## config.mk

```make
export PLATFORM = sky130hd
export DESIGN_NAME = pmod_cls_spi_responder
export DESIGN_NICKNAME = d
export VERILOG_FILES = /design/src/rtl/pmod_stand_spi_solo_pkg.sv /design/src/rtl/pmod_spi_responder_deser.sv /design/src/rtl/pmod_cls_spi_responder.sv
export SDC_FILE = /design/constraint.sdc
export NUM_CORES = 1
export LEC_CHECK = 0
export ABC_AREA = 0
export CORE_ASPECT_RATIO = 1.4
export CORE_MARGIN = 2
export CORE_UTILIZATION = 40
export CTS_CLUSTER_DIAMETER = 120
export DETAILED_ROUTE_END_ITERATION = 8
export GPL_TIMING_DRIVEN = 1
export PLACE_DENSITY = 0.66
export SLEW_MARGIN = 0
export SYNTH_ARGS = -nofsm -noshare
export SYNTH_HDL_FRONTEND = slang
export SYNTH_SLANG_ARGS = --single-unit
```

## constraint.sdc

```tcl
create_clock -name i_clk_20mhz -period 4.47 [get_ports i_clk_20mhz]
set_input_delay 0.894 -clock i_clk_20mhz [delete_from_list [all_inputs] [get_ports i_clk_20mhz]]
set_output_delay 0.894 -clock i_clk_20mhz [all_outputs]
set_load 0.02 [all_outputs]
```

## src/rtl/pmod_stand_spi_solo_pkg.sv

```systemverilog
// -----------------------------------------------------------------------------
// pmod_stand_spi_solo_pkg
// Shared types and constants for the stand-alone SPI responder that emulates a
// Digilent PmodCLS character display.
//   t_pmod_cls_ascii_line_16 : one 16-character display row; character index 0
//                              sits in the most-significant byte.
//   c_cls_*                  : bytes recognised by the command parser.
//   t_cls_state              : command parser states.
//   f_cls_param_accum        : decimal parameter accumulate with saturation.
// -----------------------------------------------------------------------------
package pmod_stand_spi_solo_pkg;

   typedef logic [15:0][7:0] t_pmod_cls_ascii_line_16;

   localparam logic [7:0] c_cls_esc        = 8'h1B;
   localparam logic [7:0] c_cls_csi        = 8'h5B;  // '['
   localparam logic [7:0] c_cls_sep        = 8'h3B;  // ';'
   localparam logic [7:0] c_cls_fin_clear  = 8'h6A;  // 'j'
   localparam logic [7:0] c_cls_fin_cursor = 8'h48;  // 'H'
   localparam int         c_cls_cols       = 16;

   localparam logic [7:0] c_cls_space      = 8'h20;
   localparam logic [6:0] c_cls_param_max  = 7'd99;
   localparam t_pmod_cls_ascii_line_16 c_cls_blank_line = {16{8'h20}};

   typedef enum logic [1:0] {
      ST_TEXT   = 2'd0,
      ST_ESC    = 2'd1,
      ST_CSI_P1 = 2'd2,
      ST_CSI_P2 = 2'd3
   } t_cls_state;

   // param*10 + digit, computed wide enough that it cannot wrap before the
   // saturation compare; the stored parameter is 7 bits and never exceeds 99.
   function automatic logic [6:0] f_cls_param_accum(input logic [6:0] param,
                                                    input logic [3:0] digit);
      logic [10:0] wide;
      wide = 11'(param) * 11'd10 + 11'(digit);
      if (wide > 11'(c_cls_param_max)) begin
         return c_cls_param_max;
      end
      return wide[6:0];
   endfunction

endpackage

```

## src/rtl/pmod_spi_responder_deser.sv

```systemverilog
// -----------------------------------------------------------------------------
// pmod_spi_responder_deser
// SPI mode-0 receive path: input synchronizers, edge detection on the
// synchronized signals and an MSB-first 8-bit deserializer.
//   clk_i, rst_i   : system clock, synchronous active-high reset
//   sck_i, csn_i,
//   copi_i         : raw SPI pins from the controller
//   byte_valid_o   : one-cycle strobe, byte_o valid with it
//   byte_o         : last complete byte, held until the next strobe
//   err_frame_o    : one-cycle strobe when CSN rises with 1..7 bits pending
// -----------------------------------------------------------------------------
module pmod_spi_responder_deser #(
   parameter int sync_stages = 2
) (
   input  logic       clk_i,
   input  logic       rst_i,
   input  logic       sck_i,
   input  logic       csn_i,
   input  logic       copi_i,
   output logic       byte_valid_o,
   output logic [7:0] byte_o,
   output logic       err_frame_o
);

   logic [sync_stages-1:0] sck_sync_q;
   logic [sync_stages-1:0] csn_sync_q;
   logic [sync_stages-1:0] copi_sync_q;

   logic       sck_prev_q;
   logic       csn_prev_q;
   logic [7:0] shift_q;
   logic [2:0] bit_cnt_q;
   logic [7:0] byte_q;
   logic       byte_valid_q;
   logic       err_frame_q;

   logic sck_s, csn_s, copi_s;
   logic sck_rise, csn_rise;
   logic [7:0] shift_next;

   assign sck_s  = sck_sync_q[sync_stages-1];
   assign csn_s  = csn_sync_q[sync_stages-1];
   assign copi_s = copi_sync_q[sync_stages-1];

   assign sck_rise   = sck_s & ~sck_prev_q;
   assign csn_rise   = csn_s & ~csn_prev_q;
   assign shift_next = {shift_q[6:0], copi_s};

   always_ff @(posedge clk_i) begin
      if (rst_i) begin
         // Idle bus levels, so no spurious edge is seen as reset releases.
         sck_sync_q   <= '0;
         csn_sync_q   <= '1;
         copi_sync_q  <= '0;
         sck_prev_q   <= 1'b0;
         csn_prev_q   <= 1'b1;
         shift_q      <= '0;
         bit_cnt_q    <= '0;
         byte_q       <= '0;
         byte_valid_q <= 1'b0;
         err_frame_q  <= 1'b0;
      end else begin
         sck_sync_q   <= {sck_sync_q[sync_stages-2:0], sck_i};
         csn_sync_q   <= {csn_sync_q[sync_stages-2:0], csn_i};
         copi_sync_q  <= {copi_sync_q[sync_stages-2:0], copi_i};
         sck_prev_q   <= sck_s;
         csn_prev_q   <= csn_s;
         byte_valid_q <= 1'b0;
         err_frame_q  <= 1'b0;

         if (csn_rise) begin
            // End of frame: any partial byte is thrown away.
            if (bit_cnt_q != 3'd0) begin
               err_frame_q <= 1'b1;
            end
            bit_cnt_q <= '0;
            shift_q   <= '0;
         end else if (!csn_s && sck_rise) begin
            shift_q   <= shift_next;
            bit_cnt_q <= bit_cnt_q + 3'd1;  // wraps 7 -> 0
            if (bit_cnt_q == 3'd7) begin
               byte_q       <= shift_next;
               byte_valid_q <= 1'b1;
            end
         end
      end
   end

   assign byte_valid_o = byte_valid_q;
   assign byte_o       = byte_q;
   assign err_frame_o  = err_frame_q;

endmodule

```

## src/rtl/pmod_cls_spi_responder.sv

```systemverilog
// -----------------------------------------------------------------------------
// pmod_cls_spi_responder
// Write-only PmodCLS emulation: receives bytes over SPI, interprets printable
// text and the ESC [ ... j / ESC [ r ; c H commands, and keeps a two-row
// 16-character display buffer.
//   i_clk_20mhz, i_rst_20mhz : clock, synchronous active-high reset
//   ei_sck, ei_csn, ei_copi  : SPI bus from the controller (mode 0)
//   eo_cipo_o, eo_cipo_t     : CIPO pad driver, permanently tri-stated
//   o_byte_valid, o_byte     : received byte strobe and data
//   o_line1, o_line2         : display rows 0 and 1
//   o_evt_clear, o_evt_cursor: command-completed strobes
//   o_err_frame              : CSN rose mid-byte
// -----------------------------------------------------------------------------
module pmod_cls_spi_responder
   import pmod_stand_spi_solo_pkg::*;
#(
   parameter int parm_sync_stages = 2
) (
   input  logic                    i_clk_20mhz,
   input  logic                    i_rst_20mhz,
   input  logic                    ei_sck,
   input  logic                    ei_csn,
   input  logic                    ei_copi,
   output logic                    eo_cipo_o,
   output logic                    eo_cipo_t,
   output logic                    o_byte_valid,
   output logic [7:0]              o_byte,
   output t_pmod_cls_ascii_line_16 o_line1,
   output t_pmod_cls_ascii_line_16 o_line2,
   output logic                    o_evt_clear,
   output logic                    o_evt_cursor,
   output logic                    o_err_frame
);

   logic       byte_valid;
   logic [7:0] byte_rx;

   pmod_spi_responder_deser #(
      .sync_stages (parm_sync_stages)
   ) u_deser (
      .clk_i        (i_clk_20mhz),
      .rst_i        (i_rst_20mhz),
      .sck_i        (ei_sck),
      .csn_i        (ei_csn),
      .copi_i       (ei_copi),
      .byte_valid_o (byte_valid),
      .byte_o       (byte_rx),
      .err_frame_o  (o_err_frame)
   );

   t_cls_state              state_q;
   logic                    row_q;
   logic [4:0]              col_q;     // 0..16; 16 means "past the end"
   logic [6:0]              p1_q;
   logic [6:0]              p2_q;
   t_pmod_cls_ascii_line_16 line1_q;
   t_pmod_cls_ascii_line_16 line2_q;
   logic                    evt_clear_q;
   logic                    evt_cursor_q;

   logic is_printable, is_digit, is_final;
   logic [3:0] col_idx;

   assign is_printable = (byte_rx >= 8'h20) && (byte_rx <= 8'h7E);
   assign is_digit     = (byte_rx >= 8'h30) && (byte_rx <= 8'h39);
   assign is_final     = (byte_rx >= 8'h40) && (byte_rx <= 8'h7E);
   // Column 0 lives in the top byte of the row vector, so index = 15 - col.
   assign col_idx      = ~col_q[3:0];

   always_ff @(posedge i_clk_20mhz) begin
      if (i_rst_20mhz) begin
         state_q      <= ST_TEXT;
         row_q        <= 1'b0;
         col_q        <= '0;
         p1_q         <= '0;
         p2_q         <= '0;
         line1_q      <= c_cls_blank_line;
         line2_q      <= c_cls_blank_line;
         evt_clear_q  <= 1'b0;
         evt_cursor_q <= 1'b0;
      end else begin
         evt_clear_q  <= 1'b0;
         evt_cursor_q <= 1'b0;
         if (byte_valid) begin
            case (state_q)
               ST_TEXT: begin
                  if (byte_rx == c_cls_esc) begin
                     state_q <= ST_ESC;
                  end else if (is_printable && (col_q < 5'(c_cls_cols))) begin
                     if (row_q) line2_q[col_idx] <= byte_rx;
                     else       line1_q[col_idx] <= byte_rx;
                     col_q <= col_q + 5'd1;
                  end
               end
               ST_ESC: begin
                  if (byte_rx == c_cls_csi) begin
                     p1_q    <= '0;
                     p2_q    <= '0;
                     state_q <= ST_CSI_P1;
                  end else begin
                     state_q <= ST_TEXT;
                  end
               end
               ST_CSI_P1, ST_CSI_P2: begin
                  if (byte_rx == c_cls_esc) begin
                     state_q <= ST_ESC;
                  end else if (is_digit) begin
                     if (state_q == ST_CSI_P1) p1_q <= f_cls_param_accum(p1_q, byte_rx[3:0]);
                     else                      p2_q <= f_cls_param_accum(p2_q, byte_rx[3:0]);
                  end else if (byte_rx == c_cls_sep) begin
                     // A second separator is ignored; we stay in P2.
                     state_q <= ST_CSI_P2;
                  end else if (byte_rx == c_cls_fin_clear) begin
                     line1_q     <= c_cls_blank_line;
                     line2_q     <= c_cls_blank_line;
                     row_q       <= 1'b0;
                     col_q       <= '0;
                     evt_clear_q <= 1'b1;
                     state_q     <= ST_TEXT;
                  end else if (byte_rx == c_cls_fin_cursor) begin
                     row_q        <= (p1_q != 7'd0);
                     col_q        <= (p2_q > 7'(c_cls_cols)) ? 5'(c_cls_cols) : p2_q[4:0];
                     evt_cursor_q <= 1'b1;
                     state_q      <= ST_TEXT;
                  end else if (is_final) begin
                     // Unsupported final byte: accepted, no effect.
                     state_q <= ST_TEXT;
                  end else begin
                     // Malformed sequence: abort.
                     state_q <= ST_TEXT;
                  end
               end
               default: state_q <= ST_TEXT;
            endcase
         end
      end
   end

   assign eo_cipo_o    = 1'b0;
   assign eo_cipo_t    = 1'b1;
   assign o_byte_valid = byte_valid;
   assign o_byte       = byte_rx;
   assign o_line1      = line1_q;
   assign o_line2      = line2_q;
   assign o_evt_clear  = evt_clear_q;
   assign o_evt_cursor = evt_cursor_q;

endmodule

```

# Yosys cells after proc, flatten, opt, wreduce, memory -nomap -nowiden

Index checks and enable logic that the tools add are counted.

Logic and storage cells: 191
Input port bits: 5
Flip-flop bits (word level): 308
Output and inout port bits: 270

Muxes and demuxes: 64
Reductions and logical operators: 26
Bitwise operators: 12
Eq/ne operators: 24
$add $sub $neg: 4
Order comparisons: 10
Multiply operators: 2

Operators by type and width:

| operator                                                                         | number |
|---|---|
| 128-bit 2-to-1 mux                                                               | 10 |
| 128-bit case mux with 2 select lines                                             | 2 |
| 128-bit bitwise mux                                                              | 2 |
| 7-bit 2-to-1 mux                                                                 | 11 |
| 5-bit 2-to-1 mux                                                                 | 8 |
| 8-bit demux with 4-bit select                                                    | 1 |
| 7-bit case mux with 2 select lines                                               | 2 |
| 2-bit != test, second input constant                                             | 13 |
| 8-bit by 7-bit == test with 1-bit output, second input constant                  | 3 |
| 11-bit by 4-bit adder with 11-bit output                                         | 2 |
| 11-bit by 7-bit > comparator with 1-bit output, second input constant            | 2 |
| 7-bit by 3-bit multiplier with 10-bit output, second input constant              | 2 |
| 1-bit 2-to-1 mux                                                                 | 20 |
| 6-bit AND reduction                                                              | 3 |
| 9-bit AND reduction                                                              | 2 |
| 8-bit by 6-bit >= comparator with 1-bit output, second input constant            | 2 |
| 2-bit 2-to-1 mux                                                                 | 5 |
| 5-bit case mux with 2 select lines                                               | 1 |
| 1-bit inverter                                                                   | 9 |
| 8-bit by 5-bit == test with 1-bit output, second input constant                  | 1 |
| 8-bit by 6-bit == test with 1-bit output, second input constant                  | 1 |
| 8-bit by 6-bit less-or-equal comparator with 1-bit output, second input constant | 1 |
| 8-bit by 7-bit less-or-equal comparator with 1-bit output, second input constant | 1 |
| 8-bit 2-to-1 mux                                                                 | 1 |
| 25 further kinds                                                                 | 37 |

# Logic depth before layout (Yosys ltp)

Depth in word-level cells: 15
Depth in mapped cells: 10
Mapped depth without buffers: 10

# Cells and area by module

Synthesis repeated with hierarchy kept, for this count alone.

Cell total of the unflattened synthesis: 1,122
Area total of the unflattened synthesis: 12,066.6 um^2

Modules (own cells, without submodules):

| module                   | sequential area each (um^2) | times used | cells each | area each (um^2) |
|---|---|---|---|---|
| pmod_cls_spi_responder   | 5,605.4                     | 1          | 1,013      | 11,076.9 |
| pmod_spi_responder_deser | 560.5                       | 1          | 109        | 989.7 |

# Least setup slack after synthesis

No wires, ideal clock.

Path type: register to register
Start point: register p2_q[1]
End point: register p2_q[6]
Data required time: 4.343 ns
Setup time: 0.127 ns
Cell stages (with the launch flop): 11
Slack: 1.570 ns
Period minus slack after synthesis: 2.900 ns
Arrival time: 2.773 ns
Path buffers: 0
Path through: dfxtp_1 ha_1 ha_1 fa_1 a21o_1 a2111oi_2 a211oi_1 o31ai_2 a31oi_1 and2_1 or3_1

Cells in the longest elaborated chain, start to end: 15

RTL lines:

| element                                          | RTL line                      | source |
|---|---|---|
| from (decl)                                      | pmod_cls_spi_responder.sv:55  | `logic [6:0] p2_q;` |
| from (signal assigned)                           | pmod_cls_spi_responder.sv:109 | `else p2_q <= f_cls_param_accum(p2_q, byte_rx[3:0]);` |
| 7-bit by 3-bit multiplier with 10-bit output (*) | pmod_stand_spi_solo_pkg.sv:38 | `wide = 11'(param) * 11'd10 + 11'(digit);` |
| 11-bit by 4-bit adder with 11-bit output (*)     | pmod_stand_spi_solo_pkg.sv:38 |  |
| 11-bit by 7-bit > comparator with 1-bit output   | pmod_stand_spi_solo_pkg.sv:39 | `if (wide > 11'(c_cls_param_max)) begin` |
| 1-bit 2-to-1 mux                                 | pmod_stand_spi_solo_pkg.sv:39 |  |
| 1-bit 2-to-1 mux                                 | pmod_cls_spi_responder.sv:108 | `if (state_q == ST_CSI_P1) p1_q <= f_cls_param_accum(p1_q, byte_rx[3:0]);` |
| 1-bit 2-to-1 mux                                 | pmod_cls_spi_responder.sv:107 | `end else if (is_digit) begin` |
| 1-bit 2-to-1 mux                                 | pmod_cls_spi_responder.sv:105 | `if (byte_rx == c_cls_esc) begin` |
| 1-bit 2-to-1 mux                                 | pmod_cls_spi_responder.sv:85  | `case (state_q)` |
| 1-bit 2-to-1 mux                                 | pmod_cls_spi_responder.sv:84  | `if (byte_valid) begin` |
| 1-bit 2-to-1 mux                                 | pmod_cls_spi_responder.sv:71  | `if (i_rst_20mhz) begin` |
| 7-bit 2-to-1 mux (*)                             | pmod_stand_spi_solo_pkg.sv:42 | `return wide[6:0];` |
| 7-bit 2-to-1 mux (*)                             | pmod_cls_spi_responder.sv:108 |  |
| 7-bit 2-to-1 mux (*)                             | pmod_cls_spi_responder.sv:107 |  |
| 7-bit 2-to-1 mux (*)                             | pmod_cls_spi_responder.sv:105 |  |
| 7-bit case mux with 2 select lines (*)           | pmod_cls_spi_responder.sv:85  |  |

Every way passes the cells marked *; elsewhere a longest branch is shown, timed or not. The select of a mux whose other input is x is not followed.
A chain may end at the register's enable or synchronous reset.

# Worst setup path after layout

Start point: register u_deser.byte_q[6] (netlist: u_deser.byte_o[6])
End point: register line1_q (netlist bit o_line1[123])

Cells in the longest elaborated chain, start to end: 5
Elaborated cells on any way between the ends: 17
Those cells by class: order compare (4); eq/ne (9); reduce/logical (4)

RTL lines:

| element                                                                                                                     | RTL line                       | source |
|---|---|---|
| from (decl)                                                                                                                 | pmod_spi_responder_deser.sv:33 | `logic [7:0] byte_q;` |
| from (signal assigned)                                                                                                      | pmod_spi_responder_deser.sv:82 | `byte_q <= shift_next;` |
| 8-bit by 6-bit >= comparator with 1-bit output or 8-bit by 7-bit less-or-equal comparator with 1-bit output (tied branches) | n/a                            |  |
| 1-bit logical AND                                                                                                           | pmod_cls_spi_responder.sv:64   | `assign is_printable = (byte_rx >= 8'h20) && (byte_rx <= 8'h7E);` |
| 1-bit logical AND                                                                                                           | pmod_cls_spi_responder.sv:89   | `end else if (is_printable && (col_q < 5'(c_cls_cols))) begin` |
| 2-bit != test (no line)                                                                                                     | n/a                            |  |
| 9-bit AND reduction (no line) (*)                                                                                           | n/a                            |  |
| to (signal assigned)                                                                                                        | pmod_cls_spi_responder.sv:77   | `line1_q <= c_cls_blank_line;` |
| to (signal, indexed assignment)                                                                                             | pmod_cls_spi_responder.sv:91   | `else line1_q[col_idx] <= byte_rx;` |
| to (signal assigned)                                                                                                        | pmod_cls_spi_responder.sv:114  | `line1_q <= c_cls_blank_line;` |
| to (decl)                                                                                                                   | pmod_cls_spi_responder.sv:56   | `t_pmod_cls_ascii_line_16 line1_q;` |

Every way passes the cells marked *; elsewhere a longest branch is shown, timed or not.

==> results.ini <==
[sta]
final_min_period_over_clock_period_pct = 73.3
rsz0062_at_grt = no
fin_crit_ps = 3280
skew_ps = 13.9
fmax_mhz = 305
setup_viol = 0
tns_ps = 0
drv_slew = 0
tightest_slew_ps = 1120
hold_viol = 0
max_slew_margin_pct = 25.0

[run_status]
outcome = finished, final reports clean

[synth]
synth_edf_count = 0
synth_nets = 1222
synth_top_family_by_area = compound AO/OA/AOI/OAI gates
synth_compound_area_share_pct = 24.0
postSynthAreaPerCell_um2 = 10.2
synthArstFlopShare_pct = 0
synthAdderAreaFrac_pct = 4.65
ys_seq_area_share_pct = 51.6
synth_warnings = 0
yosys.area_share.simple_pct = 15.1
synth_flop_cell = dfxtp_1
synth_cell_type_count = 68
muxShareOfSynthArea_pct = 0.356
ys_ff_latch = 308
synth_area_um2 = 11900
synth_xor_area_share_pct = 1.03
synthCells = 1175

[cts]
htree_levels = 1
post_cts_buffers = 0
clk_pin_slew_ps = 60
clockBufferDepth = 3
cts_resized = 0
cts_tree = yes
cts_buffers = 29
clock_latency_ps = 580
clock-sinks = 308
cts-hold-fix-buffers = 0
cts-root-buf = clkbuf_16

[routing]
drc = 0
vias = 10187
drtAntennaViolNets = 0
drtPass1Iterations = 5
drt_iter0_drc = 566
wl_per_cell_um = 21.0
viasPerCell = 5.61
routed_wl_mm = 38.1

[critical_path]
worstSetupStartpointType = flop
cp_slowest_cell = dfxtp_1
arrival_ps = 3760
crit_chain = or2_2 > o211ai_1 > a21oi_2 > and3_1 > nand2_1 > o2bb2ai_1
critPathKind = reg -> reg
slowest_delay_ps = 800
end_kind = flop
cp_max_fo = 18
critPathRequiredTime_ps = 4950

[power_and_ir_drop]
powerDensity_nw_per_um2 = 341
finalPower_mw = 5.41
leakage_nw = 5.73
peakVddDrop_mv = 0.288

[die]
rows = 74
start_util_pct = 40.8
die_w_um = 150
io-pin-count = 275
dieArea_um2 = 31300
die_h_um = 208
fp.coreArea_um2 = 29300

[placement]
io_buffers = 272
hpwl_mm = 27.6
gp_congestion = 0.946
placed_area_um2 = 14900
dp.cells = 1763

[global_routing]
grt_pass1_vias = 9914
grtUsageTotal_pct = 23.6
grt_pass1_wl_mm = 58.1
antenna_found_initial = 0
grt_max_degree = 50
grt_overflow = 0

[job]
drv_cap = 0

[layout]
final_cell_mix = 308 x dfxtp_1, 271 x clkdlybuf4s50_1, 123 x a22o_1
fin_util_pct = 54.3
nets = 1461
final_area_um2 = 15900
layout_commonest_cell = dfxtp_1
syn_to_final_growth_pct = 33.0
stdcell_count = 1815
fillers = 2683
drive_gt1_share_pct = 7.39
diodes = 0

[worst_hold_path]
hp-class = reg -> reg

[path summary, 6_finish.rpt]
| check | startpoint | to | slack (ps) | depth (start not counted) |
|---|---|---|---|---|
| hold reg to reg | u_deser.csn_sync_q[0] | u_deser.csn_sync_q[1] | 410 | 1 |
| setup / recovery | u_deser.byte_o[6] | o_line1[123] | 1190 | 6 |
| hold / removal | u_deser.csn_sync_q[0] | u_deser.csn_sync_q[1] | 410 | 1 |
| setup reg to reg | u_deser.byte_o[6] | o_line1[123] | 1190 | 6 |
[through the flow]
stage / worst slack, ps / hold WS (ps)
2_1_floorplan: 1570 / 389
6_report: 1190 / 409
3_3_place_gp: 1320 / 392
4_1_cts: 1230 / 412
5_1_grt: 998 / 444
3_5_place_dp: 1250 / 398
[final cells by class]
| class | instances | area, um^2 | area share [%] |
|---|---|---|---|
| Clock buffer | 37 | 796 | 5.01 |
| Clock inverter | 15 | 200 | 1.26 |
| Inverter | 13 | 48.8 | 0.307 |
| Multi-Input combinational cell | 781 | 5410 | 34.1 |
| Sequential cell | 308 | 6170 | 38.8 |
| Tap cell | 380 | 475 | 2.99 |
| Timing Repair Buffer | 281 | 2790 | 17.6 |
[critical path, delay by kind of cell, from the launching register on]
kind,cells,cell delay (ps)
DFF,1,800
AOI/OAI and AO/OA,3,830
and+or+nand+nor,3,1540
[logic make-up after synthesis]
kind of cell / Yosys count
multiplexers: 4
other: 2
flip-flops: 308
AO/OA/AOI/OAI: 377
adder cells (fa/ha/maj): 42
XOR/XNOR: 14
buffers and inverters: 86
AND/OR/NAND/NOR: 342
[where the power goes]
part | total, mW | internal [mW] | switching, mW
combinational | 0.0811 | 0.0150 | 0.0661
clock | 2.58 | 1.50 | 1.09
sequential | 2.75 | 2.75 | 0.00137
[routing by layer]
layer,GRT usage (%),vias to the layer above,wire length [um]
li1,-,4821,-
met1,27.0,4903,14500
met2,43.6,384,19700
met3,3.44,79,2360
met4,9.34,0,1480
met5,0,-,0
[synth_stat cells (21+ instances only)]
master / count / share of area, %
a21oi_1: 83 / 3.5
a22o_1: 123 / 9.0
clkbuf_1: 40 / 1.3
dfxtp_1: 308 / 52
ha_1: 38 / 4.0
nand2_1: 72 / 2.3
nor2_1: 87 / 2.7
nor2_2: 21 / 1.1
nor2b_1: 21 / 1.1
nor3_1: 45 / 1.9
o2bb2ai_1: 78 / 5.7
[registers in the layout, summed over array words and instances, names as in the netlist, 3 cells and up]
name / cells
o_line2: 128
col_q: 5
o_line1: 128
p2_q: 7
u_deser.byte_o: 8
p1_q: 7
u_deser.bit_cnt_q: 3
u_deser.shift_q: 7
(Power assumes the default switching activity.)
